**config.mk**
```make
export PLATFORM = sky130hd
export DESIGN_NAME = reg_scoreboard
export DESIGN_NICKNAME = d
export VERILOG_FILES = /design/src/rtl/reg_scoreboard.sv
export SDC_FILE = /design/constraint.sdc
export NUM_CORES = 1
export LEC_CHECK = 0
export BUFFER_PORTS_ARGS = -buffer_cell sky130_fd_sc_hd__buf_2
export CELL_PAD_IN_SITES_DETAIL_PLACEMENT = 2
export CELL_PAD_IN_SITES_GLOBAL_PLACEMENT = 2
export CORE_AREA = 2 2 148 150
export DETAILED_ROUTE_END_ITERATION = 10
export DIE_AREA = 0 0 150 152
export MAX_ROUTING_LAYER = met4
export PLACE_DENSITY_LB_ADDON = 0.1
export SLEW_MARGIN = 10
export SYNTH_ARGS = -nofsm -noshare
export SYNTH_HDL_FRONTEND = slang
export SYNTH_SLANG_ARGS = --single-unit
```
**constraint.sdc**
```tcl
create_clock -name clock -period 6.8 [get_ports clock]
set_clock_uncertainty 0.15 [all_clocks]
set_input_delay 0.34 -clock clock [delete_from_list [all_inputs] [get_ports clock]]
set_output_delay 0.34 -clock clock [all_outputs]
set_load 0.01 [all_outputs]
```
**src/rtl/reg_scoreboard.sv**
```systemverilog
// Register-file pending-write scoreboard: tracks outstanding writes per architectural
// register, stalls issue on source hazards or saturated destinations, and flags stray writebacks.
module reg_scoreboard #(
    parameter int MAX_PEND = 3
) (
    input  logic        clock,
    input  logic        reset,
    input  logic        iss_valid,
    output logic        iss_ready,
    input  logic [4:0]  iss_rd,
    input  logic        iss_rd_we,
    input  logic [4:0]  iss_rs,
    input  logic [4:0]  iss_rt,
    input  logic        wb_valid,
    input  logic [4:0]  wb_rd,
    input  logic        flush,
    output logic [31:0] busy_vec,
    output logic [6:0]  pend_total,
    output logic        wb_err
);

    localparam logic [1:0] MAX_CNT = 2'(MAX_PEND);

    logic [1:0]  cnt_r [32];
    logic [6:0]  pend_total_r;
    logic        wb_err_r;
    logic [31:0] busy_s;
    logic [6:0]  sum_s;
    logic        fire_s;
    logic        rd_full_s;
    logic        wb_stray_s;

    // Busy decode and running total, both taken from the registered counts only
    always_comb begin
        busy_s = 32'd0;
        sum_s  = 7'd0;
        for (int r = 1; r < 32; r++) begin
            busy_s[r] = (cnt_r[r] != 2'd0);
            sum_s     = sum_s + 7'(cnt_r[r]);
        end
    end

    // Issue handshake; writeback of the same cycle is deliberately not forwarded
    always_comb begin
        rd_full_s  = iss_rd_we && (iss_rd != 5'd0) && (cnt_r[iss_rd] == MAX_CNT);
        iss_ready  = !flush && !busy_s[iss_rs] && !busy_s[iss_rt] && !rd_full_s;
        fire_s     = iss_valid && iss_ready;
        wb_stray_s = wb_valid && (wb_rd != 5'd0) && (cnt_r[wb_rd] == 2'd0);
    end

    // Per-register pending counters; a matching increment and decrement cancel out
    always_ff @(posedge clock or negedge reset) begin
        if (!reset) begin
            for (int r = 0; r < 32; r++) begin
                cnt_r[r] <= 2'd0;
            end
        end else if (flush) begin
            for (int r = 0; r < 32; r++) begin
                cnt_r[r] <= 2'd0;
            end
        end else begin
            cnt_r[0] <= 2'd0;
            for (int r = 1; r < 32; r++) begin
                logic inc_v;
                logic dec_v;
                inc_v = fire_s && iss_rd_we && (iss_rd == 5'(r)) && (cnt_r[r] < MAX_CNT);
                dec_v = wb_valid && (wb_rd == 5'(r)) && (cnt_r[r] != 2'd0);
                if (inc_v && !dec_v) begin
                    cnt_r[r] <= cnt_r[r] + 2'd1;
                end else if (dec_v && !inc_v) begin
                    cnt_r[r] <= cnt_r[r] - 2'd1;
                end else begin
                    cnt_r[r] <= cnt_r[r];
                end
            end
        end
    end

    // Total lags the counts by one edge, except flush which zeroes it directly
    always_ff @(posedge clock or negedge reset) begin
        if (!reset) begin
            pend_total_r <= 7'd0;
        end else if (flush) begin
            pend_total_r <= 7'd0;
        end else begin
            pend_total_r <= sum_s;
        end
    end

    // Sticky stray-writeback flag; only reset clears it
    always_ff @(posedge clock or negedge reset) begin
        if (!reset) begin
            wb_err_r <= 1'b0;
        end else if (!flush && wb_stray_s) begin
            wb_err_r <= 1'b1;
        end else begin
            wb_err_r <= wb_err_r;
        end
    end

    assign busy_vec   = busy_s;
    assign pend_total = pend_total_r;
    assign wb_err     = wb_err_r;

endmodule

```
Word level (Yosys, flattened, before mapping)
Cells that the tools add are included.
{"block": "word_totals", "register_bits": 72}
{"block": "classes", "add_sub_neg": 92, "magnitude_cmp": 35, "n_eq_ne": 63, "n_mux": 74, "bitwise": 2, "n_reduce_logical": 327}
{"operator": "1-bit logical AND", "count": 196}
{"operator": "7-bit by 2-bit adder with 7-bit output", "count": 25}
{"operator": "5-bit == test (second input constant)", "count": 32}
{"operator": "2-bit 2-to-1 mux", "count": 66}
{"operator": "3-bit nonzero test", "count": 31}
{"operator": "5-bit by 4-bit == test with 1-bit output (second input constant)", "count": 16}
{"operator": "1-bit zero test", "count": 66}
{"operator": "2-bit by 1-bit adder with 2-bit output (second input constant)", "count": 31}
{"operator": "2-bit < comparator (second input constant)", "count": 31}
{"operator": "62-bit 2-to-1 mux", "count": 1}
{"operator": "2-bit nonzero test", "count": 31}
{"operator": "2-bit by 1-bit subtractor with 2-bit output (second input constant)", "count": 31}
{"operator": "5-bit by 3-bit == test with 1-bit output (second input constant)", "count": 8}
{"operator": "2-bit binary-select mux with 5-bit select", "count": 2}
{"operator": "5-bit by 2-bit == test with 1-bit output (second input constant)", "count": 4}
{"operator": "6-bit >= comparator (second input constant)", "count": 2}
{"operator": "5-bit by 6-bit < comparator with 1-bit output (second input constant)", "count": 2}
{"operator": "5-bit NOT with 6-bit output", "count": 2}
{"operator": "1-bit binary-select mux with 5-bit select", "count": 2}
{"operator": "5-bit by 1-bit == test with 1-bit output (second input constant)", "count": 2}
{"operator": "5-bit nonzero test", "count": 2}
{"operator": "6-bit by 2-bit adder with 7-bit output", "count": 1}
{"operator": "7-bit 2-to-1 mux", "count": 1}
{"operator": "5-bit by 2-bit adder with 6-bit output", "count": 1}
{"operator": "6 further kinds", "count": 7}

Depth between registers and ports, before layout
Gate-level depths: netlist of run 1.
{"block": "logic_depth", "ltp_word": 31, "ltp_mapped": 20, "ltp_nobuf": 19}

Least setup slack after synthesis of run 1
Ideal clock, no wire load.
{"block": "synth_path", "kind": "register to register", "startpoint": "register cnt_r[23] in the netlist's numbering", "endpoint": "register pend_total_r[5], in the netlist pend_total[5]", "t_arrival_ps": 5408, "required_ps": 6518, "slack_ps": 1110, "stages_incl_launch_ff": 19, "synth_period_minus_slack_ps": 5690, "cell_sequence": "dfrtp_1 > clkbuf_1 > inv_1 > fa_1 > fa_1 > fa_1 > inv_1 > fa_1 > fa_1 > fa_1 > inv_1 > fa_1 > inv_1 > ha_1 > fa_1 > a21o_1 > a21oi_1 > xor2_1 > nor2_1"}
{"block": "synth_between", "elab_chain_len": 13}
{"item": "start: declaration", "line_no": "24", "source": "logic [1:0] cnt_r [32];"}
{"item": "start signal: indexed assignment", "line_no": "69", "source": "cnt_r[r] <= cnt_r[r] + 2'd1;"}
{"item": "start signal: indexed assignment", "line_no": "71", "source": "cnt_r[r] <= cnt_r[r] - 2'd1;"}
{"item": "start signal: indexed assignment", "line_no": "73", "source": "cnt_r[r] <= cnt_r[r];"}
{"item": "7-bit by 2-bit adder with 7-bit output (12 in a row)", "line_no": "39", "source": "sum_s = sum_s + 7'(cnt_r[r]);"}
{"item": "7-bit 2-to-1 mux", "line_no": "83", "source": "end else if (flush) begin"}
{"item": "end signal: assignment", "line_no": "86", "source": "pend_total_r <= sum_s;"}
{"item": "end: declaration", "line_no": "25", "source": "logic [6:0] pend_total_r;"}
No other way between the ends.
A chain may end at the register's enable or synchronous reset.

Worst setup path after layout of run 1
{"block": "layout_path", "startpoint": "register cnt_r[7] in the netlist's numbering", "endpoint": "register pend_total_r[5], in the netlist pend_total[5]"}
{"block": "layout_between", "elab_chain_len": 5}
{"item": "7-bit by 2-bit adder with 7-bit output (4 in a row)", "line_no": "39"}
{"item": "7-bit 2-to-1 mux", "line_no": "83"}
No other way between the ends.

==> flow_metrics.py, run 1 <==
metrics = {
    "synthesis": {
        "yosysWarnings": 0,
        "synthTopCellsByArea": "dfrtp_1, fa_1, inv_1",
        "syn-num-nets": 1037,
        "synth_top_area_cell": "dfrtp_1",
        "async_reset_ff_share_pct": 100,
        "synth_edf_count": 0,
        "ys_seq_area_share_pct": 22.8,
        "synth_area_per_cell_um2": 8.15,
        "ys_ff_latch": 70,
        "ys.flop_type": "dfrtp_1",
        "syn_area_um2": 7680,
        "synthCells": 942,
        "synth.distinct_cells": 77,
        "synth_top_area_share_pct": 22.8,
    },
    "routing": {
        "vias": 7602,
        "drt-initial-drc-count": 489,
        "drc": 0,
        "vias_per_cell": 6.02,
        "wl_mm": 32.6,
        "antenna_left": 0,
        "wl_per_cell_um": 25.8,
        "drtPass1Iterations": 5,
    },
    "worst_setup_path": {
        "cp-end-kind": "register",
        "reg2reg_from": "cnt_r[7]",
        "path_class": "reg2reg",
        "r2r_slack_ps": 810,
        "crit_arrival_ps": 6050,
        "crit_end": "pend_total[5]",
        "worstSetupStartpointType": "register",
        "rr_worst_depth": 17,
        "crit_top_cell": "fa_1",
        "slowest_delay_ps": 580,
        "cp_top_family": "adder cells",
        "path_max_fanout": 7,
        "cp-startpoint": "cnt_r[7]",
        "r2r-end": "pend_total[5]",
        "critical-path-slowest-cell": "fa_1",
        "cp.depth": 17,
        "worst-path-buf-inv": 4,
        "required_ps": 6860,
        "crit_chain": "inv_1 -> fa_1 -> inv_1 -> fa_1 -> fa_1 -> fa_1 -> fa_1 -> fa_1 -> inv_1 -> fa_1 -> inv_1 -> ha_1 -> fa_1 -> a21o_1 -> a21oi_1 -> xor2_1 -> nor2_1",
    },
    "die": {
        "row_count": 54,
        "dieArea_um2": 22800,
        "die_y_um": 152,
        "start_util_pct": 36.0,
        "ioPinCount": 67,
        "die_w_um": 150,
        "core_area_um2": 21400,
    },
    "timing": {
        "setup_violations": 0,
        "worstMarginPinSlew_ps": 1090,
        "fin_crit_ps": 5990,
        "fin_crit_sh_pct": 88.1,
        "rsz0062_at_grt": "false",
        "setup_tns_ps": 0,
        "hold_viol_final": 0,
        "fmax_mhz": 167,
        "maxSlewHeadroom_pct": 26.7,
        "setup_ws_ps": 811,
        "slew_viol_final": 0,
        "whs_ps": 11.8,
    },
    "place": {
        "portBuffers": 65,
        "dp_slack_ps": 808,
        "dpl.hpwl_mm": 25.1,
        "gp_congestion": 0.864,
    },
    "clocking": {
        "h-tree-depth": 3,
        "clockRootBuffer": "clkbuf_16",
        "cts_buffer_depth": 2,
        "clkLatencyLatePin_ps": 350,
        "cts.sinks": 70,
        "post_cts_resized": 0,
        "clk_pin_slew_ps": 70,
        "cts_tree": "built",
        "postCtsSetupBuffers": 0,
        "cts_made_buffers": 9,
        "cts_hold_buf": 0,
    },
    "pwr": {
        "ir_drop_v": 0.000111,
        "comb_power_share_pct": 15.4,
        "seqPwrFrac_pct": 38.5,
        "clkPwrFrac_pct": 46.0,
        "p_leak_nw": 3.86,
        "p_int_mw": 0.760,
        "total_power_mw": 1.09,
        "p_sw_mw": 0.327,
        "switching_share_pct": 30.1,
        "powerDensity_nw_per_um2": 128,
    },
    "layout": {
        "diodes": 0,
        "layout.nets": 1075,
        "syn2layout_area_growth_pct": 10.9,
        "drive_gt1_share_pct": 11.9,
        "post-route-util_pct": 39.9,
        "fillers": 2488,
    },
    "global_routing": {
        "antenna_found_initial": 0,
        "grt_pass1_vias": 8077,
        "overflow": 0,
        "grt_max_degree": 71,
        "grt_use_total_pct": 30.7,
        "grt_pass1_wl_mm": 50.9,
    },
    "worst_hold_path": {
        "hp-class": "in2async",
    },
    "status": {
        "status": "finished clean",
    },
    "flow_run": {
        "cap_violations": 0,
    },
}
power by group through the flow:
stage	combinational [mW]	clock, mW	sequential, mW
floorplan	0.0926	0	0.427
global placement	0.164	0	0.427
detailed placement	0.166	0	0.427
CTS	0.167	0.511	0.419
global route	0.179	0.523	0.419
finish	0.168	0.500	0.419
cells in the final DEF (no fill, tap or decap), types with 6 or more instances in the layout:
cell type and count:
inv_1 132, nor2_1 91, nand2_1 90, dfrtp_1 70
buf_2 64, a21oi_1 58, fa_1 57, nand3_1 45
o21ai_0 36, nand4_1 25, a31oi_1 24, nor3_1 19
mux4_2 18, mux2i_1 18, o211ai_1 12, and2_1 12
and3_1 12, ha_1 12, buf_4 11, nor2b_1 10
clkbuf_16 9, mux2_1 8, a311oi_1 7, nand2b_1 7
nand3b_1 6, a211oi_1 6
worst min path at each step:
stage / to / slack [ps] / cells past startpoint
after floorplan: cnt_r[0] / -110 / 0
after global placement: wb_err / 300 / 1
after detailed placement: wb_err / 300 / 1
after CTS: pend_total[0] / 70 / 1
after global routing: pend_total[0] / 90 / 1
final: pend_total[0] / 10 / 1
worst reg2reg max path: stages, from the launching register on:
cell and delay [ps]:
dfrtp_1 470, inv_1 140, fa_1 550, inv_1 50, fa_1 490, fa_1 580, fa_1 540, fa_1 530
fa_1 550, inv_1 50, fa_1 530, inv_1 40, ha_1 210, fa_1 410, a21o_1 190, a21oi_1 160
xor2_1 160, nor2_1 50
cell usage after synthesis, types with 18 or more instances:
library cell / count
inv_1: 132
mux4_2: 18
nand2_1: 90
nand4_1: 25
nand3_1: 45
fa_1: 57
nor2_1: 91
a31oi_1: 24
mux2i_1: 18
o21ai_0: 36
clkbuf_1: 32
dfrtp_1: 70
a21oi_1: 58
nor3_1: 19
registers in the layout (all words and copies together), names as in the netlist:
signal,cells
pend_total,7
cnt_r,62
wb_err,1
layout make-up:
| type | count | area [µm²] | area share (%) |
|---|---|---|---|
| Clock buffer | 13 | 260 | 3.06 |
| Timing Repair Buffer | 75 | 403 | 4.73 |
| Sequential cell | 70 | 1750 | 20.6 |
| Multi-Input combinational cell | 691 | 5220 | 61.3 |
| Inverter | 133 | 499 | 5.87 |
| Clock inverter | 1 | 30.0 | 0.353 |
| Tap cell | 280 | 350 | 4.12 |
metal layers:
layer / track usage (%) / vias to the layer above / wire (µm)
li1: - / 3368 / -
met1: 41.8 / 4011 / 14800
met2: 48.2 / 181 / 15600
met3: 3.96 / 42 / 1470
met4: 8.31 / 0 / 774
met5: - / - / 0
through the flow:
stage	area (µm²)	cells
4_1_cts	8510	1263
3_3_place_gp	8220	1249
6_report	8510	1263
5_1_grt	8510	1263
3_5_place_dp	8220	1249
2_1_floorplan	7680	942
cells by family after synthesis:
| family | after synthesis | synth area share [%] |
|---|---|---|
| and+or+nand+nor | 365 | 24.0 |
| AOI/OAI and AO/OA | 205 | 17.3 |
| buffers and inverters | 181 | 9.37 |
| DFF | 70 | 22.8 |
| adders and majority gates | 69 | 16.8 |
| muxes | 46 | 9.10 |
| xor gates and xnor gates | 5 | 0.570 |
| other | 1 | 0.0489 |
(Power assumes the default switching activity.)
==> inputs of run 2 (changes only) <==
--- a/config.mk
+++ b/config.mk
@@ -11,7 +11,6 @@
 export CORE_AREA = 2 2 148 150
 export DETAILED_ROUTE_END_ITERATION = 10
 export DIE_AREA = 0 0 150 152
-export MAX_ROUTING_LAYER = met4
 export PLACE_DENSITY_LB_ADDON = 0.1
 export SLEW_MARGIN = 10
 export SYNTH_ARGS = -nofsm -noshare
==> flow_metrics.py, run 2 (synthesized netlist as in run 1, its figures left out) <==
metrics = {
    "status": {
        "status": "finished clean",
    },
    "layout": {
        "fillers": 2489,
        "fin_cells": 1264,
        "largest_reg_flops": 62,
        "syn2layout_area_growth_pct": 10.9,
        "fin_area_um2": 8510,
        "layout.nets": 1075,
        "final_common_cell": "inv_1",
        "drive_gt1_share_pct": 11.9,
        "most-common-layout-cells": "inv_1, nor2_1, nand2_1",
        "regMostFlops": "cnt_r",
    },
    "worst_setup_path": {
        "critical-path-slowest-cell": "fa_1",
        "worst-path-buf-inv": 4,
        "crit_top_cell": "fa_1",
        "path_class": "reg2reg",
        "cp-startpoint": "cnt_r[7]",
        "crit_arrival_ps": 6070,
        "slowest_delay_ps": 590,
        "cp-end-kind": "register",
        "required_ps": 6860,
        "path_max_fanout": 7,
        "worstSetupStartpointType": "register",
        "cp_top_family": "adder cells",
        "crit_chain": "inv_1 -> fa_1 -> inv_1 -> fa_1 -> fa_1 -> fa_1 -> fa_1 -> fa_1 -> inv_1 -> fa_1 -> inv_1 -> ha_1 -> fa_1 -> a21o_1 -> a21oi_1 -> xor2_1 -> nor2_1",
        "reg2reg_from": "cnt_r[7]",
    },
    "global_routing": {
        "grt_use_total_pct": 29.8,
        "grt_pass1_vias": 8097,
        "grt_max_degree": 71,
        "grt_pass1_wl_mm": 51.0,
        "overflow": 0,
        "antenna_found_initial": 0,
    },
    "pwr": {
        "switching_share_pct": 30.0,
        "p_leak_nw": 3.86,
        "clkPwrFrac_pct": 45.9,
        "p_int_mw": 0.760,
        "powerDensity_nw_per_um2": 128,
        "comb_power_share_pct": 15.5,
        "p_sw_mw": 0.326,
        "seqPwrFrac_pct": 38.6,
        "ir_drop_v": 0.000110,
    },
    "routing": {
        "drtPass1Iterations": 5,
        "wl_per_cell_um": 25.8,
        "vias_per_cell": 6.04,
        "wl_mm": 32.6,
        "vias": 7632,
        "drc": 0,
        "antenna_left": 0,
        "drt-initial-drc-count": 428,
    },
    "clocking": {
        "cts_hold_buf": 0,
        "cts.sinks": 70,
        "clockRootBuffer": "clkbuf_16",
        "postCtsSetupBuffers": 0,
        "cts_buffer_depth": 2,
        "cts_made_buffers": 9,
        "post_cts_resized": 0,
        "cts_tree": "built",
        "h-tree-depth": 3,
        "clk_pin_slew_ps": 70,
        "clkLatencyLatePin_ps": 350,
    },
    "timing": {
        "maxSlewHeadroom_pct": 28.4,
        "setup_violations": 0,
        "fin_crit_ps": 6010,
        "fin_crit_sh_pct": 88.4,
        "setup_tns_ps": 0,
        "worstMarginPinSlew_ps": 1070,
        "hold_viol_final": 0,
        "fmax_mhz": 166,
        "slew_viol_final": 0,
        "rsz0062_at_grt": "false",
        "whs_ps": 6.34,
    },
    "die": {
        "ioPinCount": 67,
        "row_count": 54,
        "start_util_pct": 36.0,
        "core_area_um2": 21400,
        "dieArea_um2": 22800,
        "die_y_um": 152,
        "die_w_um": 150,
    },
    "flow_run": {
        "cap_violations": 0,
    },
    "place": {
        "gp_congestion": 0.851,
        "place_area_um2": 8220,
        "placed_cells": 1249,
        "portBuffers": 65,
        "dpl.hpwl_mm": 25.1,
    },
    "worst_hold_path": {
        "hp-class": "in2async",
    },
}
==> run 2: area by class of cell <==
type                       instances  area, µm²  share of cell area (%)
antenna                            1       2.50                  0.0294
clock buffer                      13        260                    3.06
clock inverter                     1       30.0                   0.353
inverter                         133        499                    5.86
multi-input combinational        691       5220                    61.3
sequential                        70       1750                    20.6
tap                              280        350                    4.12
timing repair buffer              75        403                    4.73
==> run 2: worst paths after layout <==
path	to	slack (ps)	cells after the start
worst max-delay path	pend_total[5]	790	17
worst min-delay path	pend_total[0]	6	1
worst max register to register	pend_total[5]	790	17
worst min register to register	wb_err	310	1
max in group asynchronous	cnt_r[60]	5760	1
min in group clock	wb_err	150	2
==> run 2: metrics by stage <==
stage | utilization (%) | worst slack, ps | power, mW
floorplan | - | 1110 | 0.519
finish | 39.9 | 791 | 1.09
CTS | 39.9 | 751 | 1.10
detailed placement | 38.5 | 808 | 0.593
global placement | 38.5 | 860 | 0.591
global route | 39.9 | 506 | 1.12
==> run 2: power groups by stage <==
stage          logic, mW  registers (mW)  clock network [mW]
2_1_floorplan     0.0926           0.427                   0
3_3_place_gp       0.164           0.427                   0
3_5_place_dp       0.166           0.427                   0
4_1_cts            0.167           0.419               0.511
5_1_grt            0.179           0.419               0.524
6_report           0.168           0.419               0.499
==> run 2: routing by layer <==
| metal | vias to the layer above | routed length, µm | global-route usage (%) |
|---|---|---|---|
| li1 | 3371 | - | - |
| met1 | 4029 | 14800 | 41.8 |
| met2 | 195 | 15600 | 48.1 |
| met3 | 37 | 1500 | 4.05 |
| met4 | 0 | 751 | 8.72 |
| met5 | - | 0 | 0 |
